File: src/rtl/cpu_pkg.sv
// Shared types for the RV32I load/store path.
// FSM states, access sizes and funct3 load/store codes.
package cpu_pkg;

  typedef enum logic [1:0] {
    IDLE,
    REQ,
    WAIT,
    DONE
  } lsu_state_t;

  typedef enum logic [1:0] {
    SZ_B,
    SZ_H,
    SZ_W
  } mem_size_t;

  localparam logic [2:0] F3_LB  = 3'd0;
  localparam logic [2:0] F3_LH  = 3'd1;
  localparam logic [2:0] F3_LW  = 3'd2;
  localparam logic [2:0] F3_LBU = 3'd4;
  localparam logic [2:0] F3_LHU = 3'd5;

  // Codes 3, 6 and 7 are not legal sizes; they fall to word.
  function automatic mem_size_t f3_size(input logic [2:0] f3);
    case (f3)
      F3_LB, F3_LBU: return SZ_B;
      F3_LH, F3_LHU: return SZ_H;
      default:       return SZ_W;
    endcase
  endfunction

endpackage

File: src/rtl/lsu_align.sv
// Byte-lane steering for the LSU (combinational).
// Ports: lane/size/sext, st_data/rdata in; be, wdata, ld_data out.
module lsu_align
  import cpu_pkg::*;
(
  input  logic [1:0]  lane,
  input  mem_size_t   size,
  input  logic        sext,
  input  logic [31:0] st_data,
  input  logic [31:0] rdata,
  output logic [3:0]  be,
  output logic [31:0] wdata,
  output logic [31:0] ld_data
);

  logic [7:0]  b;
  logic [15:0] h;

  always_comb begin
    be      = 4'b1111;
    wdata   = st_data;
    ld_data = rdata;
    b       = rdata[{lane, 3'b000} +: 8];
    h       = lane[1] ? rdata[31:16] : rdata[15:0];
    case (size)
      SZ_B: begin
        be      = 4'b0001 << lane;
        wdata   = {4{st_data[7:0]}};
        ld_data = {{24{sext & b[7]}}, b};
      end
      SZ_H: begin
        be      = lane[1] ? 4'b1100 : 4'b0011;
        wdata   = {2{st_data[15:0]}};
        ld_data = {{16{sext & h[15]}}, h};
      end
      default: begin
        be      = 4'b1111;
        wdata   = st_data;
        ld_data = rdata;
      end
    endcase
  end

endmodule

File: src/rtl/lsu.sv
// Load/store unit: one req/gnt/rvalid transaction per access.
// Ports: clk, rst (sync, active-low), op inputs, stall/ld_*/err
// outputs, mem_* bus. Option macro: LSU_MISALIGN_TRAP_EN.
module lsu
  import cpu_pkg::*;
#(
  parameter int ADDR_W      = 32,
  parameter int TIMEOUT_CYC = 255
) (
  input  logic              clk,
  input  logic              rst,
  input  logic              is_load,
  input  logic              is_s_instr,
  input  logic [2:0]        funct3,
  input  logic [ADDR_W-1:0] addr,
  input  logic [31:0]       st_data,
  output logic              stall,
  output logic              ld_valid,
  output logic [31:0]       ld_data,
  output logic              bus_err,
  output logic              misalign_err,
  output logic              mem_req,
  output logic              mem_we,
  output logic [ADDR_W-1:0] mem_addr,
  output logic [3:0]        mem_be,
  output logic [31:0]       mem_wdata,
  input  logic              mem_gnt,
  input  logic              mem_rvalid,
  input  logic [31:0]       mem_rdata
);

  localparam int CW =
    (TIMEOUT_CYC < 2) ? 1 : $clog2(TIMEOUT_CYC);
  localparam int unsigned TLIM =
    (TIMEOUT_CYC == 0) ? 0 : TIMEOUT_CYC - 1;

  lsu_state_t        state_q, state_d;
  logic [ADDR_W-1:0] addr_q;
  logic [2:0]        f3_q;
  logic [31:0]       wd_q;
  logic              we_q;
  logic [31:0]       ld_q;
  logic              ok_q, berr_q, mis_q;
  logic [CW-1:0]     cnt_q;

  logic        start, tmo, mis, in_req;
  logic [3:0]  be_w;
  logic [31:0] wdata_w, ext_w;

  assign start  = is_load | is_s_instr;
  assign in_req = (state_q == REQ);
  assign tmo    = (TIMEOUT_CYC != 0) && (cnt_q == CW'(TLIM));

`ifdef LSU_MISALIGN_TRAP_EN
  mem_size_t sz_in;
  assign sz_in = f3_size(funct3);
  assign mis   = ((sz_in == SZ_H) & addr[0])
               | ((sz_in == SZ_W) & (|addr[1:0]));
`else
  assign mis = 1'b0;
`endif

  lsu_align u_align (
    .lane    (addr_q[1:0]),
    .size    (f3_size(f3_q)),
    .sext    (~f3_q[2]),
    .st_data (wd_q),
    .rdata   (mem_rdata),
    .be      (be_w),
    .wdata   (wdata_w),
    .ld_data (ext_w)
  );

  always_ff @(posedge clk) begin
    if (!rst) state_q <= IDLE;
    else      state_q <= state_d;
  end

  // The handshake wins over a timeout landing in the same cycle.
  always_comb begin
    state_d = state_q;
    case (state_q)
      IDLE: if (start) state_d = mis ? DONE : REQ;
      REQ: begin
        if (mem_gnt)  state_d = we_q ? DONE : WAIT;
        else if (tmo) state_d = DONE;
      end
      WAIT: if (mem_rvalid || tmo) state_d = DONE;
      default: state_d = IDLE;
    endcase
  end

  always_ff @(posedge clk) begin
    if (!rst) begin
      addr_q <= '0;
      f3_q   <= '0;
      wd_q   <= '0;
      we_q   <= 1'b0;
      ld_q   <= '0;
      ok_q   <= 1'b0;
      berr_q <= 1'b0;
      mis_q  <= 1'b0;
      cnt_q  <= '0;
    end else begin
      ok_q   <= (state_q == WAIT) && mem_rvalid;
      berr_q <= tmo && ((in_req && !mem_gnt) ||
                ((state_q == WAIT) && !mem_rvalid));
      mis_q  <= (state_q == IDLE) && start && mis;
      if (state_q == IDLE && start) begin
        addr_q <= addr;
        f3_q   <= funct3;
        wd_q   <= st_data;
        we_q   <= ~is_load;
        cnt_q  <= '0;
      end else if (in_req || state_q == WAIT) begin
        cnt_q <= cnt_q + 1'b1;
      end
      if (state_q == WAIT && mem_rvalid) ld_q <= ext_w;
    end
  end

  assign stall = ((state_q == IDLE) && start)
               | in_req | (state_q == WAIT);
  assign ld_valid     = ok_q;
  assign ld_data      = ld_q;
  assign bus_err      = berr_q;
  assign misalign_err = mis_q;
  assign mem_req      = in_req;
  assign mem_we       = in_req & we_q;
  assign mem_addr     =
    in_req ? {addr_q[ADDR_W-1:2], 2'b00} : '0;
  assign mem_be       = in_req ? be_w : 4'b0000;
  assign mem_wdata    = in_req ? wdata_w : 32'h0;

endmodule

File: config.mk
export PLATFORM = sky130hd
export DESIGN_NAME = lsu
export DESIGN_NICKNAME = d
export VERILOG_FILES = /design/src/rtl/cpu_pkg.sv /design/src/rtl/lsu_align.sv /design/src/rtl/lsu.sv
export SDC_FILE = /design/constraint.sdc
export NUM_CORES = 1
export LEC_CHECK = 0
export ABC_AREA = 0
export BUFFER_PORTS_ARGS = -buffer_cell sky130_fd_sc_hd__buf_2
export CORE_ASPECT_RATIO = 0.9
export CORE_MARGIN = 2
export CORE_UTILIZATION = 45
export CTS_CLUSTER_SIZE = 12
export DETAILED_ROUTE_END_ITERATION = 12
export PLACE_DENSITY = 0.7
export SYNTH_ARGS = -nofsm -noshare
export SYNTH_HDL_FRONTEND = slang
export SYNTH_SLANG_ARGS = --single-unit
export TNS_END_PERCENT = 20
File: constraint.sdc
create_clock -name clk -period 2.7 [get_ports clk]
set_input_delay 0.135 -clock clk [delete_from_list [all_inputs] [get_ports clk]]
set_output_delay 0.135 -clock clk [all_outputs]
set_load 0.1 [all_outputs]
==> results of run 1 <==
## cell usage in the layout (no fill, tap or decap), drive strengths merged, types with 6 or more instances in the layout
cell,Yosys,layout
a21boi,67,67
a21oi,43,43
a221oi,15,15
a22o,14,14
and2,41,41
buf,22,225
clkbuf,37,12
dfxtp,112,112
ha,6,6
inv,10,11
mux2,9,9
mux2i,20,20
nand2,183,183
nor2,50,50
o21ai,32,32
xor2,6,6
## final timing paths
| check | from | end | depth (start not counted) |
|---|---|---|---|
| setup / recovery | addr_q[1] | mem_be[0] | 5 |
| hold reg to reg | addr_q[5] | addr_q[5] | 2 |
| setup reg to reg | state_q[0] | cnt_q[1] | 5 |
| hold / removal | st_data[15] | wd_q[15] | 3 |
## power groups by stage
stage	registers, uW	logic, uW	clock network, uW
4_1_cts	2220	4290	1320
2_1_floorplan	2690	2730	0
5_1_grt	2270	4550	1380
6_report	2230	4270	1280
3_3_place_gp	2250	4260	0
3_5_place_dp	2260	4290	0
## cell usage after synthesis, types with 2 or more instances
master / n
nand2_1: 183
dfxtp_1: 112
a21boi_0: 67
nor2_1: 50
a21oi_1: 43
and2_1: 40
clkbuf_1: 37
o21ai_0: 31
mux2i_1: 20
a22o_1: 14
buf_2: 13
inv_1: 10
mux2_2: 9
a221oi_1: 8
a221oi_2: 7
ha_1: 6
xor2_1: 6
buf_1: 4
buf_4: 3
nand3_1: 3
nand4_1: 3
nor2b_1: 3
a22oi_1: 2
and3_1: 2
buf_6: 2
o211ai_1: 2
## logic make-up after synthesis
kind of cell | after synthesis | synth area share, %
muxes | 30 | 5.87
xor gates and xnor gates | 7 | 1.11
other | 1 | 0.0679
DFF | 112 | 40.6
adders and majority gates | 6 | 1.36
AOI/OAI and AO/OA | 184 | 23.3
buffers and inverters | 69 | 5.46
and+or+nand+nor | 290 | 22.3
## registers in the layout, indices dropped and copies added, names as in the netlist
name	count
ld_data	32
cnt_q	8
state_q	2
wd_q	32
bus_err	1
f3_q	3
ld_valid	1
addr_q	32
we_q	1
## cell type report
cell class | count | area [sq um] | area share (%)
Multi-Input combinational cell | 520 | 3050 | 40.9
Sequential cell | 112 | 2240 | 30.1
Clock inverter | 4 | 27.5 | 0.369
Timing Repair Buffer | 225 | 1640 | 22.0
Tap cell | 160 | 200 | 2.68
Inverter | 10 | 37.5 | 0.503
Clock buffer | 12 | 256 | 3.44
## stage by stage
step / worst slack [ps] / TNS, ps
after floorplan: -223 / -2520
after global placement: 887 / 0
after detailed placement: 829 / 0
after CTS: 495 / 0
after global routing: 341 / 0
final: 493 / 0
## per-layer routing
layer | track usage (%) | up-vias | wire [microns]
met4 | 5.98 | 0 | 184
met5 | 0 | - | 0
met1 | 32.6 | 2560 | 7460
li1 | - | 2692 | -
met3 | 5.02 | 18 | 990
met2 | 39.0 | 189 | 7220
## worst max-delay path, stage by stage (launching register included)
cell	delay [ps]
dfxtp_1	400
buf_4	210
inv_1	210
a21o_1	310
and2_1	180
buf_2	420
==> metrics, run 1 <==
clock power share around 17%; Synthesis Warnings 0; initial antenna violation count 0; # rows 38; vias in the first global route roughly 5000; vias per cell approximately 5.2; # setup viols final 0; post-synthesis sequential area ratio ~41%; fmax about 450 MHz; fin area between 7000 and 8000 sq um; Final Core Density a little over 60%; Placement Cell Area 7170 sq um; Reg power frac between 20 and 30%; max_cap viols 0; Placed Cells 1027; DR vias approximately 5500; CTS sink cnt approximately 110; Initial DRT Pass Iterations 5; sw power about 4000 uW; fin crit share ~82%; Min-Delay Path Class primary input to register; area leader, netlist dfxtp_1; PortBufs ~210; DR DRC count 0; combinational fraction of design power 54.9%; core region area around 12000 sq um; Fill cells roughly 1100; Post-synth EDFFs 0; CTS H-tree lvls 3; Clock transition at path regs ~70 ps; clk_skew approximately 4.7 ps; unique cell type count in the Yosys netlist 45; clk_lat worst skew between 300 and 400 ps; All-Layer GR Usage about a quarter; flops & latches, synth approximately 110; layout cells sized above 1 between 30 and 40%; Synth Flop Type dfxtp_1; post-CTS sizing 0; final antenna-violating net count 0; Crit. End Element output port; status completed; crit path launch type register; drt first-iter violations 340; Tot Pwr 7780 uW; FFs w/ async S/R, synth 0%; pin count of the biggest net entering global routing 56; Pint around 3800 uW; hpwl dp roughly 11000 microns; crit-path max FO 10; WP data required approximately 2600 ps; mean post-synth cell area a little under 8 sq um; synth top area cells dfxtp_1, nand2_1, a21boi_0; Antenna Cells 0; sw frac 51.5%; TritonCTS Buffers 9; max-slew violations 0; Post-CTS Setup Inserts 0; nets between 900 and 1000; gpl congestion approximately 0.82; die span in y approximately 110 microns; flop2flop setup slack between 700 and 800 ps; non-filler cells in the finished layout between 1000 and 1500; Die Area about 13000 sq um; critical path class register to output port; RSZ-0062 raised after global routing false; # IOs approximately 210; minimum clock period between 2000 and 2500 ps; Post-CTS Hold Buffers 0; Hold Slack ~30 ps; Leak between 0.003 and 0.004 uW; final WL around 16000 microns; CTS tree done; synthesized cell area 5520 sq um; GRT overflow 0; Root Driver clkbuf_16; Worst Max-Slew Pin Slew roughly 920 ps; CP Data Arrival Time between 2000 and 2500 ps; Die Wd 121 microns; Layout area overhead 35.1%; VDD IR max approximately 0.76 mV; initial core utilization a little under half; synthesized instance count roughly 700; routed length per instance 15.2 microns; Final Hold Vio Count 0; Synth top area share around two fifths; Power Density ~1000 nW/um^2; first-pass GRT wire length approximately 25000 microns; Max Root-Sink Buffers 2; Worst slew margin 38.4%
Note: power is estimated with default switching activity, not from simulation.
==> run 2, diff against run 1 <==
clock period = 2.1 ns   (was 2.7 ns; I/O delays follow)
==> run 2 against run 1 <==
  * Clock power grew 37%
  * Clock skew grew 4.6 ps
  * Power grew 33%
  * Critical path type unchanged
  * Wire length grew 6.0%
  * Cell count grew 4.1%
  * Non-clock buffer count grew 43
  * Combinational power grew 35%
  * Critical endpoint is now mem_wdata[12]
  * Die area is the same
==> metrics, run 2 (same netlist as run 1, synthesis figures left out) <==
status completed; RSZ-0062 raised after global routing true; final antenna-violating net count 0; Reg power frac between 20 and 30%; CP Data Arrival Time about 1900 ps; clock power share 16.9%; PortBufs approximately 210; CP delay by family, top buffers and inverters; Min-Delay Path Class primary input to register; CTS sink cnt approximately 110; pin count of the biggest net entering global routing 68; Critical Path Max Stage Delay about 350 ps; routed length per instance about 15 microns; clk_skew between 9 and 10 ps; cell mode on critical path buf_12; Bufs and invs on worst path 4; DR vias between 5000 and 6000; GRT overflow 0; sw power 5330 uW; clk_lat worst skew 360 ps; Max Root-Sink Buffers 2; max-slew violations 0; combinational fraction of design power a little under three fifths; layout cells sized above 1 between 30% and 40%; Clock transition at path regs approximately 70 ps; Root Driver clkbuf_16; Worst Max-Slew Pin Slew between 600 and 700 ps; Final Hold Vio Count 0; Initial DRT Pass Iterations 4; # setup viols final 0; fin crit share ~95%; Die Area roughly 13000 sq um; Fill cells roughly 960; DR DRC count 0; Worst slew margin roughly three fifths; Power Density about 1300 nW/um^2; core region area around 12000 sq um; critical path, cell by cell inv_1 > ha_4 > inv_2 > buf_12 > a21oi_2 > buf_12; Layout area overhead 45.8%; CP max stage cell dfxtp_1; nets 1032; VDD IR max between 0.9 and 1 mV; sw frac between 50% and 60%; commonest non-fill, non-tap cell in the layout nand2_1; final WL roughly 17000 microns; first-pass GRT wire length roughly 27000 microns; Die Wd roughly 120 microns; vias in the first global route roughly 5600; crit-path max FO 29; die span in y approximately 110 microns; Post-CTS Setup Inserts 0; # IOs between 200 and 250; Pint 5020 uW; CTS H-tree lvls 3; register area roughly 2200 sq um; Crit. End Element output port; All-Layer GR Usage 25.7%; Leak roughly 0.0035 uW; most frequent cells in the layout nand2_1, buf_2, dfxtp_1; Final Core Density between 60% and 70%; CTS tree done; initial antenna violation count 0; hpwl dp about 12000 microns; multi-input combinational cell area 3170 sq um; # rows 38; Tot Pwr between 10000 and 15000 uW; initial core utilization a little under half; max_cap viols 0; crit path launch type register; drt first-iter violations 338; WP data required 2000 ps; fmax around 500 MHz; critical path class register to output port; vias per cell roughly 5.2; TritonCTS Buffers 9; gpl congestion around 0.85; minimum clock period approximately 2000 ps; Antenna Cells 0
-- run 2: routing by layer --
layer / part of all wire, % / vias to the layer above / global-route usage [%] / routed length (microns)
met5: 0 / - / 0 / 0
met4: 2.2 / 0 / 8.22 / 371
met3: 6.8 / 26 / 7.32 / 1140
met2: 48 / 212 / 43.1 / 8100
met1: 43 / 2649 / 31.9 / 7200
li1: - / 2772 / - / -
-- run 2: metrics by stage --
| stage | TNS (ps) | hold slack (ps) | instance area, sq um | cells | setup WS (ps) |
|---|---|---|---|---|---|
| 3_5_place_dp | 0 | 365 | 7240 | 1025 | 241 |
| 6_report | 0 | 0.137 | 8050 | 1086 | 101 |
| 5_1_grt | -13.6 | 0.274 | 8050 | 1086 | -5.90 |
| 2_1_floorplan | -1020 | 247 | 5680 | 701 | -61.0 |
| 4_1_cts | 0 | 1.35 | 7980 | 1084 | 3.06 |
| 3_3_place_gp | 0 | 356 | 7240 | 1025 | 357 |
-- run 2: layout make-up --
class                   count  area share (%)
clock buffers              10            2.84
well taps                 160            2.49
clock inverters             6           0.855
inverters                  10           0.466
multi-input cells         520            39.4
repair buffers            268            26.0
flip-flops and latches    112            27.9
-- run 2: worst reg2reg max path, delay by kind of cell, from the launching register on --
family                     cells  cell delay, ps
AOI/OAI and AO/OA              2             600
adders and majority gates      1             220
buffers and inverters          1             110
DFF                            1             370
and+or+nand+nor                1             380
-- run 2: power by group through the flow --
stage	Sequential, uW	Clock (uW)	Combinational [uW]
floorplan	3460	0	3660
global placement	2860	0	5540
detailed placement	2890	0	5630
CTS	2840	1780	5720
global route	2900	1870	6120
finish	2840	1750	5750
-- run 2: worst paths after layout --
path,end,slack [ps],start,cells after the start
worst max-delay path,mem_wdata[12],100,state_q[1],6
worst min-delay path,wd_q[0],0.1,st_data[0],3
worst max register to register,ld_data[26],290,state_q[0],5
worst min register to register,addr_q[20],460,addr_q[20],2
-- run 2: repair_timing --
| item | CTS | global route |
|---|---|---|
| hold buffers | 43 | 2 |
| endpoints found under the setup margin | 10 | 27 |
| gates resized for setup | 3 | 20 |
| gates cloned | 0 | 0 |
| endpoints found under the hold margin | 43 | 2 |
==> run 3, diff against run 2 <==
--- a/config.mk
+++ b/config.mk
@@ -6,9 +6,9 @@
 export NUM_CORES = 1
 export LEC_CHECK = 0
-export ABC_AREA = 0
 export BUFFER_PORTS_ARGS = -buffer_cell sky130_fd_sc_hd__buf_2
 export CORE_ASPECT_RATIO = 0.9
 export CORE_MARGIN = 2
 export CORE_UTILIZATION = 45
+export CTS_BUF_LIST = sky130_fd_sc_hd__clkbuf_2 sky130_fd_sc_hd__clkbuf_4 sky130_fd_sc_hd__clkbuf_8
 export CTS_CLUSTER_SIZE = 12
 export DETAILED_ROUTE_END_ITERATION = 12
==> constraint.sdc (replaced) <==
create_clock -name clk -period 2.1 [get_ports clk]
set_input_delay 0.105 -clock clk [delete_from_list [all_inputs] [get_ports clk]]
set_output_delay 0.105 -clock clk [all_outputs]
set_load 0.02 [all_outputs]
==> run 3 against run 2 <==
  * Power fell by 28%
  * Clock skew is 2.1 ps lower
  * Register-to-register slack better by 20 ps
  * First-iteration DRC count decreased by 6.2%
  * Maximum frequency up 2.2%
  * Die area did not move
  * Largest power group unchanged
  * Highest routed layer unchanged
==> metrics, run 3 (same netlist as run 1, synthesis figures left out) <==
WP data required around 2000 ps; Post-CTS Setup Inserts 0; fmax 512 MHz; routed length per instance 15.0 microns; Pint approximately 4300 uW; Max Root-Sink Buffers 2; fin area 7670 sq um; # IOs approximately 210; RSZ-0062 raised after global routing false; CTS H-tree lvls 3; GRT overflow 0; Final Hold Vio Count 0; Crit. End Element output port; Placement Cell Area around 6700 sq um; Hold Slack 20.9 ps; Min-Delay Path Class primary input to register; Initial DRT Pass Iterations 4; die span in y 109 microns; Die Area between 10000 and 15000 sq um; Tot Pwr about 7500 uW; status completed; Sum Neg Setup Slack 0 ps; minimum clock period a little under 2000 ps; Antenna Cells 0; Layout area overhead 38.9%; Setup WS pre-CTS 338 ps; most frequent cells in the layout buf_2, nand2_1, dfxtp_1; All-Layer GR Usage ~25%; vias in the first global route approximately 5400; fin crit share between 90% and 100%; critical path, cell by cell inv_1 > ha_1 > inv_1 > buf_4 > a21oi_1 > buf_2; setup ws final between 100 and 150 ps; final antenna-violating net count 0; Clock transition at path regs 100 ps; drt first-iter violations ~320; clk_skew 7.16 ps; clock power share roughly 17%; vias per cell ~5.1; Fill cells about 1000; max-slew violations 0; first-pass GRT wire length 26800 microns; VDD IR max roughly 0.63 mV; cell mode on critical path inv_1; combinational fraction of design power 45.1%; sw power 3140 uW; crit path launch type register; multi-input combinational cell area ~3000 sq um; register area around 2200 sq um; Reg power frac 37.9%; Critical Path Max Stage Delay between 400 and 500 ps; commonest non-fill, non-tap cell in the layout buf_2; CP Data Arrival Time around 1900 ps; pin count of the biggest net entering global routing 68; core region area between 10000 and 15000 sq um; initial core utilization 45.9%; max_cap viols 0; critical path class register to output port; hpwl dp 11200 microns; CTS tree done; final WL ~17000 microns; layout cells sized above 1 27.8%; sw frac a little over two fifths; CP max stage cell dfxtp_1; Leak 0.00350 uW; gpl congestion between 0.8 and 0.9; DR vias 5743; DR DRC count 0; Die Wd approximately 120 microns; crit-path max FO 27; nets around 1100; Power Density approximately 1000 nW/um^2; Root Driver clkbuf_8; initial antenna violation count 0; # setup viols final 0; CTS sink cnt about 110; PortBufs 207; clk_lat worst skew around 370 ps; TritonCTS Buffers 9; # rows 38
[run 3: cell count changes in the layout (fill, tap and decap cells not counted), sizes merged]
cell	previous run	this run
clkinv	3	0
clkinvlp	1	2
buf	209	228
inv	11	10
dlygate4sd3	45	79
clkbuf	24	11
[run 3: per-layer routing]
layer	track usage [%]	routed length [microns]	up-vias
li1	-	-	2851
met1	30.5	7020	2663
met2	45.4	8410	208
met3	6.28	1150	21
met4	7.06	275	0
met5	0	0	-
[run 3: layout make-up]
class,count,area share (%)
Multi-Input combinational cell,520,39.2
Sequential cell,112,29.3
Timing Repair Buffer,307,26.0
Tap cell,160,2.61
Clock buffer,11,1.81
Clock inverter,3,0.587
Inverter,10,0.489
[run 3: worst paths after layout]
kind,startpoint,endpoint,slack [ps],depth (start not counted)
setup / recovery,state_q[1],mem_wdata[15],150,6
hold / removal,mem_rdata[1],ld_data[1],20,3
setup reg to reg,state_q[1],wd_q[19],310,6
hold reg to reg,addr_q[2],addr_q[2],460,2
[run 3: power by group through the flow]
stage               Clock [uW]  Combinational [uW]  Sequential, uW
finish                    1270                3370            2830
global route              1370                3720            2880
CTS                       1300                3360            2820
detailed placement           0                3230            2870
global placement             0                3230            2860
floorplan                    0                2160            2880
[run 3: critical path: cells and delay by family (launching register included)]
| family | cells | cell delay, ps |
|---|---|---|
| DFF | 1 | 410 |
| adders and majority gates | 1 | 220 |
| buffers and inverters | 4 | 740 |
| AOI/OAI and AO/OA | 1 | 120 |
[run 3: per-stage QoR]
step,utilization (%),std cells
floorplan,-,701
global placement,55.6,1030
detailed placement,55.6,1030
CTS,63.7,1123
global route,63.8,1123
finish,63.8,1123
[run 3: repair_timing]
item / in CTS / in global routing
hold buffers: 79 / 0
setup endpoints to repair: 0 / 4
endpoints found under the hold margin: 79 / 0
gates resized for setup: 0 / 2
